<file path="src/rtl/mem_wb_pipe.sv">
// MEM->WB pipeline register: DEPTH stages of write-back payload with stall/flush and forwarding lookups.
// Latency DEPTH cycles (+1 per stalled cycle); stall holds every stage and the upstream stage must hold its entry.
module mem_wb_pipe #(
    parameter int DATA_W = 32,
    parameter int REG_W  = 5,
    parameter int DEPTH  = 1,
    parameter int NQ     = 2
) (
    input  logic                   clk,
    input  logic                   reset,
    input  logic                   in_valid,
    input  logic [DATA_W-1:0]      in_data,
    input  logic [REG_W-1:0]       in_rd,
    input  logic                   in_regwrite,
    input  logic                   stall,
    input  logic                   flush,
    output logic                   out_valid,
    output logic [DATA_W-1:0]      out_data,
    output logic [REG_W-1:0]       out_rd,
    output logic                   out_regwrite,
    input  logic [NQ*REG_W-1:0]    fwd_addr,
    output logic [NQ-1:0]          fwd_hit,
    output logic [NQ*DATA_W-1:0]   fwd_data,
    output logic [15:0]            stall_cycles
);

    typedef struct packed {
        logic              valid;
        logic [DATA_W-1:0] data;
        logic [REG_W-1:0]  rd;
        logic              regwrite;
    } stage_t;

    // Index 0 is the youngest entry, DEPTH-1 the one presented to the register file.
    stage_t stg [DEPTH];

    always_ff @(posedge clk) begin
        if (reset) begin
            for (int i = 0; i < DEPTH; i++) begin
                stg[i] <= '0;
            end
        end else if (!stall) begin
            if (flush) begin
                stg[0] <= '0;
            end else begin
                stg[0] <= '{valid: in_valid, data: in_data, rd: in_rd, regwrite: in_regwrite};
            end
            for (int i = 1; i < DEPTH; i++) begin
                stg[i] <= stg[i-1];
            end
        end else if (flush) begin
            // Stalled flush kills the youngest entry in place; its payload is left as-is.
            stg[0].valid    <= 1'b0;
            stg[0].regwrite <= 1'b0;
        end
    end

    always_ff @(posedge clk) begin
        if (reset) begin
            stall_cycles <= '0;
        end else if (stall && (stall_cycles != 16'hFFFF)) begin
            stall_cycles <= stall_cycles + 16'd1;
        end
    end

    assign out_valid    = stg[DEPTH-1].valid;
    assign out_data     = stg[DEPTH-1].data;
    assign out_rd       = stg[DEPTH-1].rd;
    assign out_regwrite = stg[DEPTH-1].valid & stg[DEPTH-1].regwrite & (stg[DEPTH-1].rd != '0);

    // Scan oldest to youngest so the youngest matching stage is the last to overwrite the result.
    always_comb begin
        fwd_hit  = '0;
        fwd_data = '0;
        for (int q = 0; q < NQ; q++) begin
            for (int i = DEPTH - 1; i >= 0; i--) begin
                if (stg[i].valid && stg[i].regwrite && (stg[i].rd != '0) &&
                    (stg[i].rd == fwd_addr[q*REG_W +: REG_W])) begin
                    fwd_hit[q]                  = 1'b1;
                    fwd_data[q*DATA_W +: DATA_W] = stg[i].data;
                end
            end
        end
    end

endmodule

</file>
<file path="config.mk">
export PLATFORM = sky130hd
export DESIGN_NAME = mem_wb_pipe
export DESIGN_NICKNAME = d
export VERILOG_FILES = /design/src/rtl/mem_wb_pipe.sv
export SDC_FILE = /design/constraint.sdc
export NUM_CORES = 1
export LEC_CHECK = 0
export CORE_MARGIN = 2
export CORE_UTILIZATION = 35
export CTS_CLUSTER_DIAMETER = 60
export DETAILED_ROUTE_END_ITERATION = 6
export GPL_TIMING_DRIVEN = 0
export HOLD_SLACK_MARGIN = 0.08
export PLACE_DENSITY_LB_ADDON = 0.3
export SETUP_SLACK_MARGIN = 0.2
export SLEW_MARGIN = 10
export SYNTH_ARGS = -nofsm -noshare
export SYNTH_HDL_FRONTEND = slang
export SYNTH_SLANG_ARGS = --single-unit
</file>
<file path="constraint.sdc">
create_clock -name clk -period 2.3 [get_ports clk]
set_input_delay 0.575 -clock clk [delete_from_list [all_inputs] [get_ports clk]]
set_output_delay 0.575 -clock clk [all_outputs]
set_load 0.02 [all_outputs]
</file>
### After elaboration in Yosys (flattened, before gate mapping)

Memories as Yosys holds them, arrays and structs flattened.
Index checks and enable logic that the tools add are counted.

| operators by class | value |
|---|---|
| add/subtract/negate cells | 1 |
| eq/ne operators | 3 |
| mux-type cells | 23 |
| bitwise gates (word level) | 2 |
| reductions and logical operators | 9 |

Operator list:

| operator | number |
|---|---|
| 39-bit 2-to-1 mux | 3 |
| 39-bit OR reduction | 3 |
| 32-bit 2-to-1 mux | 2 |
| 1-bit 2-to-1 mux | 17 |
| 16-bit by 1-bit adder with 16-bit output (second input constant) | 1 |
| 16-bit != test (second input constant) | 1 |
| 5-bit equality test | 2 |
| 1-bit logical AND | 5 |
| 5-bit nonzero test | 1 |
| 1-bit AND | 2 |
| 2-bit 2-to-1 mux | 1 |

| word-level totals | value |
|---|---|
| register bits | 16 |
| RAM bits | 39 |
| bits of input ports | 53 |
| output and inout port bits | 121 |
| memories kept | 1 |

Memory list:

| memory | depth | bits a word | rd ports | clocked after memory_dff | write ports | line | text |
|---|---|---|---|---|---|---|---|
| stg | 1 | 39 | 1 | 0 | 2 | 35 | `stage_t stg [DEPTH];` |

### Longest topological paths before layout

Gate-level depths: netlist of the first run.

| logic depth | value |
|---|---|
| depth after elaboration | 8 |
| mapped depth | 5 |
| depth with buffers taken out | 5 |

### Worst setup path after synthesis of the first run

Ideal clock, no wire load.

| timing path | value |
|---|---|
| path type | register to output |
| start point | memory stg[0][2] (netlist name) |
| end point | output fwd_data[22] |
| arrival | 1.863 ns |
| required time | 1.725 ns |
| slack | -0.138 ns |
| stages on the path, launching flop included | 6 |
| path through | edfxtp_1 -> or4_1 -> o211ai_1 -> nor4_2 -> clkbuf_1 -> and2_1 |

| on the way | value |
|---|---|
| word-level cells in the longest chain between the ends | 5 |
| elaborated cells on any way between the ends | 6 |
| classes of those cells | 1 x eq/ne; 1 x mux; 3 x reduce/logical; 1 x memory |

RTL lines:

| item | line | text |
|---|---|---|
| from (decl) | 35 |  |
| memory read 1 x 39 bit * | - |  |
| 5-bit nonzero test | - |  |
| 1-bit logical AND | - |  |
| 1-bit logical AND * | 77 | `if (stg[i].valid && stg[i].regwrite && (stg[i].rd != '0) &&` |
| 32-bit 2-to-1 mux * | 77 |  |
| to (decl) | 23 | `output logic [NQ*DATA_W-1:0] fwd_data,` |

Every way passes the cells marked *; elsewhere a longest branch is shown, timed or not.

### Final worst setup path of the first run

| timing path | value |
|---|---|
| start point | memory stg[0][3] (netlist name) |
| end point | output fwd_data[27] |

The elaborated chain is that of the path after synthesis.

==> out/qor.yml, run 1 <==
outcome:
  outcome: "finished with violations"
  violations: "setup timing"
global_route:
  grt_max_degree: 38
  grt_pass1_wl_um: 15000
  globalRoute.totalOverflow: 0
  gr-usage-all-layers_pct: 19.3
  grt_pass1_vias: 2894
  antenna_found_initial: 0
placed_design:
  gp_congestion: 0.879
  hpwl_um: 6760
  io_buffers: 172
  place_ws_ns: -1.39
route:
  drtAntennaViolNets: 0
  drt-pass1-iter-count: 4
  via_count: 2853
  drcViolationCount: 0
  drt_iter0_drc: 49
  wl_per_cell_um: 15.6
  routed_wl_um: 9560
  avgViaCountPerCell: 4.66
finish:
  drive_gt1_share_pct: 42.3
  multiInputGateArea_sq_um: 1490
  n_antenna_cell: 0
  fillers: 701
  seq_area_sq_um: 1480
  area.growth.synth_to_final_pct: 79.5
  fin_nets: 557
sta:
  finalCriticalPeriod_ns: 2.81
  max_freq_mhz: 356
  slew_headroom_pct: 62.4
  finalCritPeriodShare_pct: 122
  tns_ns: -30.80
  slew_violations: 0
  worst_slew_pin_slew_ns: 0.560
  finalHoldViolCount: 0
  rsz0062_at_grt: "yes"
  setup_slack_ns: -0.509
  finClkSkew_ns: 0.00511
  setup_violations: 67
worst_setup_path:
  crit_path_end_kind: "output pin"
  critPathRequiredTime_ns: 1.73
  regToRegEndpoint: "stall_cycles[13]"
  crit_fanout: 7
  crit_path_max_incr_delay_ns: 0.52
  worst-setup-path-type: "flop to output pin"
  reg2reg_slack_ns: 0.39
  cpLargestDelayFamily: "simple AND/OR/NAND/NOR gates"
  cp_common_cell: "buf_6"
  regToRegStartpoint: "stall_cycles[8]"
  start_kind: "flop"
  worstRegToRegCells: 5
  path_buf_inv: 4
  critPathArrivalTime_ns: 2.23
  worstSetupStartpoint: "stg[0][3]"
  slowest_stage: "or4_4"
  path_cells: "or4_4 > o211ai_1 > buf_4 > nor4_4 > buf_6 > clkbuf_8 > and2_4 > buf_6"
pwr:
  p_leak_uw: 0.00238
  power.clock.fraction_pct: 25.8
  p_switching_uw: 552
  vdd_drop_max_mv: 0.266
  internal_power_uw: 1590
  switching_share_pct: 25.8
  pwr_density_cell_nw_per_um2: 384
  pwr-share-seq_pct: 54.1
  comb_power_share_pct: 20.1
synth:
  synth_edf_count: 38
  avgSynthCellArea_sq_um: 10.1
  synthArstFlopShare_pct: 0
  syn_nets: 361
  synthTopCellsByArea: "edfxtp_1 37%, and2_1 21%, dfxtp_1 11%"
  synth.distinct_cells: 37
  synthFlopType: "edfxtp_1"
  post-synth-top-area-cell: "edfxtp_1"
  ys_seq_area_share_pct: 47.7
  ys_ff_latch: 55
  netlist_area_sq_um: 3110
  yosysWarnings: 0
  synth_top_area_share_pct: 36.7
  netlist_instances: 307
cts:
  h-tree-depth: 2
  clk_pin_slew_worst_paths_ns: 0.10
  clock_path_buffers: 2
  cts_tree: "yes"
  cts-buffers-inserted: 5
  cts_root_buf: "clkbuf_8"
  clock-sinks: 55
  cts_hold_buf: 0
  clkLatencyLatePin_ns: 0.31
job:
  max_cap_viol_count: 0
floorplanning:
  start_util_pct: 35.8
  rows: 34
  die_h_um: 98.2
  design.die.area_sq_um: 9650
  io_pins: 174
  fp.dieW_um: 98.2
  coreArea_sq_um: 8680
hold_path:
  min_to: "stall_cycles[7]"
  hp-start: "stall_cycles[7]"
  min_path_type: "flop to flop"
  hold_path_depth: 2
-- worst max-delay path by stage --
stage | slack, ns | depth (start not counted) | end
floorplan | 0.005 | 5 | fwd_data[22]
global placement | -1.36 | 7 | fwd_data[20]
detailed placement | -1.39 | 7 | fwd_data[20]
CTS | -0.51 | 8 | fwd_data[47]
global route | -0.62 | 8 | fwd_data[27]
finish | -0.51 | 8 | fwd_data[27]
-- cells in the mapped netlist, types with 2 or more instances --
cell type	n
nor4_2	3
edfxtp_1	38
nand3_1	9
nand2_1	7
buf_4	37
nor2_1	7
dfxtp_1	17
o21ai_0	4
and2_1	102
nor4b_1	2
xnor2_1	6
nor3_1	7
o31ai_1	6
nand4_1	3
nor4_1	2
a21oi_1	9
or4_1	7
clkbuf_1	13
xor2_1	5
inv_1	4
mux2i_1	3
-- through the flow --
stage	instances	utilization [%]	hold slack, ns	cell area [sq um]	power, uW
after floorplan	307	-	0.503	3190	1370
after global placement	587	58.1	0.526	5040	1580
after detailed placement	587	58.1	0.528	5040	1590
after CTS	609	62.9	0.549	5460	2140
after global routing	612	64.3	0.585	5580	2220
final	612	64.3	0.549	5580	2140
-- power groups by stage --
| stage | sequential [uW] | combinational, uW | clock [uW] |
|---|---|---|---|
| finish | 1160 | 431 | 552 |
| global route | 1170 | 458 | 594 |
| CTS | 1160 | 424 | 564 |
| detailed placement | 1180 | 406 | 0 |
| global placement | 1180 | 402 | 0 |
| floorplan | 1170 | 194 | 0 |
-- cells by family (layout without fill, tap and decap cells) --
kind of cell             count (synthesis)  count (layout)  synth area share [%]
AO/OA/AOI/OAI                           25              25                  5.12
XOR/XNOR                                11              11                  3.10
adder cells (fa/ha/maj)                  1               1                 0.403
buffers and inverters                   56             253                  11.3
flip-flops                              55              55                  47.7
multiplexers                             4               4                  1.33
AND/OR/NAND/NOR                        155             155                  31.1
-- layout by cell type, fill, tap and decap left out, types with 7 or more instances in the layout --
cell type / Yosys / final
buf_4: 37 / 49
nor2_1: 7 / 7
dfxtp_1: 17 / 16
clkdlybuf4s50_1: 0 / 98
a21oi_1: 9 / 9
and2_1: 102 / 42
nand3_1: 9 / 9
edfxtp_1: 38 / 38
buf_8: 0 / 8
buf_6: 0 / 66
clkbuf_8: 0 / 7
and2_4: 0 / 60
-- flip-flops by register name, summed over array words and instances (netlist names) --
| name | flops |
|---|---|
| stall_cycles | 16 |
| stg | 39 |
-- worst min-delay path, delay by kind of cell (launching register included) --
kind	cells	cell delay, ns
AO/OA/AOI/OAI	2	0.14
flip-flops	1	0.37
-- layer usage --
layer	part of all wire [%]	vias up	global-route usage, %
li1	-	1401	-
met3	5.9	13	4.37
met5	0	-	0
met1	39	1329	22.2
met4	1.8	0	4.43
met2	54	110	36.5
-- area by class of cell --
type | instances | share of cell area [%]
Buffer | 51 | 7.20
Clock buffer | 6 | 1.30
Clock inverter | 2 | 0.292
Inverter | 4 | 0.269
Multi-Input combinational cell | 196 | 26.7
Sequential cell | 55 | 26.6
Tap cell | 108 | 2.42
Timing Repair Buffer | 190 | 35.2
-- timing repair --
| item | CTS | global route |
|---|---|---|
| buffers inserted | 10 | 3 |
| gates resized for setup | 441 | 33 |
| endpoints found under the setup margin | 114 | 129 |
| gates cloned | 5 | 0 |
| pin swaps | 16 | 5 |
No activity file was read; power rests on OpenSTA's default activity.
==> run 2: changes to the inputs <==
--- a/config.mk
+++ b/config.mk
@@ -6,7 +6,7 @@
 export NUM_CORES = 1
 export LEC_CHECK = 0
 export CORE_MARGIN = 2
-export CORE_UTILIZATION = 35
+export CORE_UTILIZATION = 39
 export CTS_CLUSTER_DIAMETER = 60
 export DETAILED_ROUTE_END_ITERATION = 6
 export GPL_TIMING_DRIVEN = 0
==> constraint.sdc (replaced) <==
create_clock -name clk -period 2.85 [get_ports clk]
set_input_delay 0.7125 -clock clk [delete_from_list [all_inputs] [get_ports clk]]
set_output_delay 0.7125 -clock clk [all_outputs]
set_load 0.02 [all_outputs]
==> run 2 against run 1 <==
Clock power is 15% lower. Non-clock buffer count is 1 lower. The flow still finishes with violations (setup timing). Clock skew is 0.00092 ns lower. Largest cell class unchanged.
==> out/qor.yml, run 2 (synthesized netlist as in run 1, its figures left out) <==
outcome:
  outcome: "finished with violations"
  violations: "setup timing"
worst_setup_path:
  crit_path_end_kind: "output pin"
  start_kind: "flop"
  critPathArrivalTime_ns: 2.21  # -0.02 ns
  crit_fanout: 7  # unchanged
  worst-setup-path-type: "flop to output pin"
  critPathRequiredTime_ns: 2.14  # +0.41 ns
finish:
  layout_common_cells: "99 x clkdlybuf4s50_1, 69 x buf_6, 56 x and2_4, 46 x and2_1, 45 x buf_4"
  stdcell_count: 606  # -0.98%
  drive_gt1_share_pct: 39.4  # -2.9 points
  fin_nets: 556  # -0.18%
  largest_reg_flops: 39  # unchanged
  regMostFlops: "stg"
  fillers: 553  # -21%
  layout_commonest_cell: "clkdlybuf4s50_1"
  area.growth.synth_to_final_pct: 78.0
  reg_top3: "stg x39, stall_cycles x16"
  design_area_sq_um: 5530  # -0.85%
cts:
  clk_pin_slew_worst_paths_ns: 0.09  # about the same
  clock_path_buffers: 2  # unchanged
  cts_hold_buf: 0  # unchanged
  cts_root_buf: "clkbuf_8"
  cts-buffers-inserted: 5  # unchanged
  clock-sinks: 55  # unchanged
  h-tree-depth: 2  # unchanged
  clkLatencyLatePin_ns: 0.29  # -0.02 ns
  cts_tree: "yes"
global_route:
  grt_pass1_vias: 2790  # -3.6%
  globalRoute.totalOverflow: 0  # unchanged
  grt_max_degree: 27  # -29%
  grt_pass1_wl_um: 14600  # -2.8%
  antenna_found_initial: 1  # +1
  gr-usage-all-layers_pct: 21.2  # +1.9 points
pwr:
  pwr_density_cell_nw_per_um2: 315  # -18%
  vdd_drop_max_mv: 0.204  # -23%
  p_leak_uw: 0.00233  # -2.1%
placed_design:
  gp_congestion: 0.873  # -0.75%
  io_buffers: 172  # unchanged
  hpwl_um: 6750  # -0.13%
  dpl.cell_count: 582  # -0.85%
  placed_area_sq_um: 4980  # -1.3%
  place_ws_ns: -0.947  # +0.448 ns
route:
  drt-pass1-iter-count: 4  # unchanged
  drtAntennaViolNets: 0  # unchanged
  routed_wl_um: 9470  # -0.91%
  via_count: 2840  # -0.46%
  wl_per_cell_um: 15.6  # about the same
  drt_iter0_drc: 67  # +37%
  avgViaCountPerCell: 4.69  # +0.53%
  drcViolationCount: 0  # unchanged
floorplanning:
  start_util_pct: 40.2  # +4.4 points
  die_h_um: 93.3  # -5.1%
  coreArea_sq_um: 7730  # -11%
  design.die.area_sq_um: 8700  # -9.9%
  fp.dieW_um: 93.3  # -5.1%
  io_pins: 174  # unchanged
  rows: 32  # -5.9%
sta:
  max_freq_mhz: 342
  finClkSkew_ns: 0.00419  # -0.000922 ns
  setup_slack_ns: -0.0745  # +0.435 ns
  setup_violations: 63  # -6.0%
  finalHoldViolCount: 0  # unchanged
  finalCritPeriodShare_pct: 103
  finalCriticalPeriod_ns: 2.92
  slew_headroom_pct: 56.6  # -5.7 points
  worst_slew_pin_slew_ns: 0.645  # +0.0846 ns
  rsz0062_at_grt: "yes"
  slew_violations: 0  # unchanged
  whs_ns: 0.552  # +0.00260 ns
job:
  max_cap_viol_count: 0  # unchanged
hold_path:
  min_path_type: "flop to flop"
run 2: changes by cell type in the layout (fill, tap and decap cells not counted), sizes merged:
cell           before  now
dlymetal6s2s        2    0
buf               128  125
inv                 5    4
clkdlybuf4s50      98   99
diode               0    1
clkinvlp            1    0
dlygate4sd2         2    6
clkbuf             17   18
run 2: repair_timing:
action                                  CTS  global route
buffers inserted                          9             1
resized for setup                       462            36
pin swaps                                34             2
endpoints found under the setup margin   67            67
gates cloned                              5             0
run 2: routing by layer:
layer	GRT usage [%]	vias up	wire length (um)
li1	-	1400	-
met2	39.4	101	5010
met4	3.80	0	58
met5	0	-	0
met3	6.69	5	761
met1	23.8	1334	3640
run 2: cell type report:
type	count	area (sq um)	area share (%)
Antenna cell	1	2.50	0.0453
Buffer	52	402	7.26
Clock buffer	8	101	1.83
Inverter	4	15.0	0.272
Multi-Input combinational cell	196	1430	25.9
Sequential cell	55	1480	26.8
Tap cell	102	128	2.31
Timing Repair Buffer	188	1970	35.6
run 2: worst max-delay path, cell delays in order, from the launching register on:
cell and delay (ns):
edfxtp_1 0.40, or4_1 0.53, o211ai_1 0.18, buf_4 0.18, nor4_4 0.04, buf_6 0.15
clkbuf_8 0.15, and2_4 0.16, buf_6 0.12
run 2: report_power, final:
group	total, uW	internal (uW)	switching, uW
clock network	470	226	244
logic	341	203	138
registers	933	898	34.7
total	1740	1330	417
run 2: metrics by stage:
stage / TNS [ns] / utilization, % / total power, uW
floorplan: 0 / - / 1100
global placement: -67.76 / 64.1 / 1270
finish: -3.21 / 71.6 / 1740
detailed placement: -55.26 / 64.4 / 1280
global route: -10.35 / 71.6 / 1820
CTS: -4.97 / 70.4 / 1760
run 2: worst paths after layout:
path | startpoint | endpoint | slack, ns | cells past startpoint
setup / recovery | stg[0][2] | fwd_data[15] | -0.07 | 8
hold / removal | stall_cycles[7] | stall_cycles[7] | 0.55 | 2
hold reg to reg | stall_cycles[7] | stall_cycles[7] | 0.55 | 2
setup reg to reg | stall_cycles[13] | stall_cycles[9] | 0.93 | 4
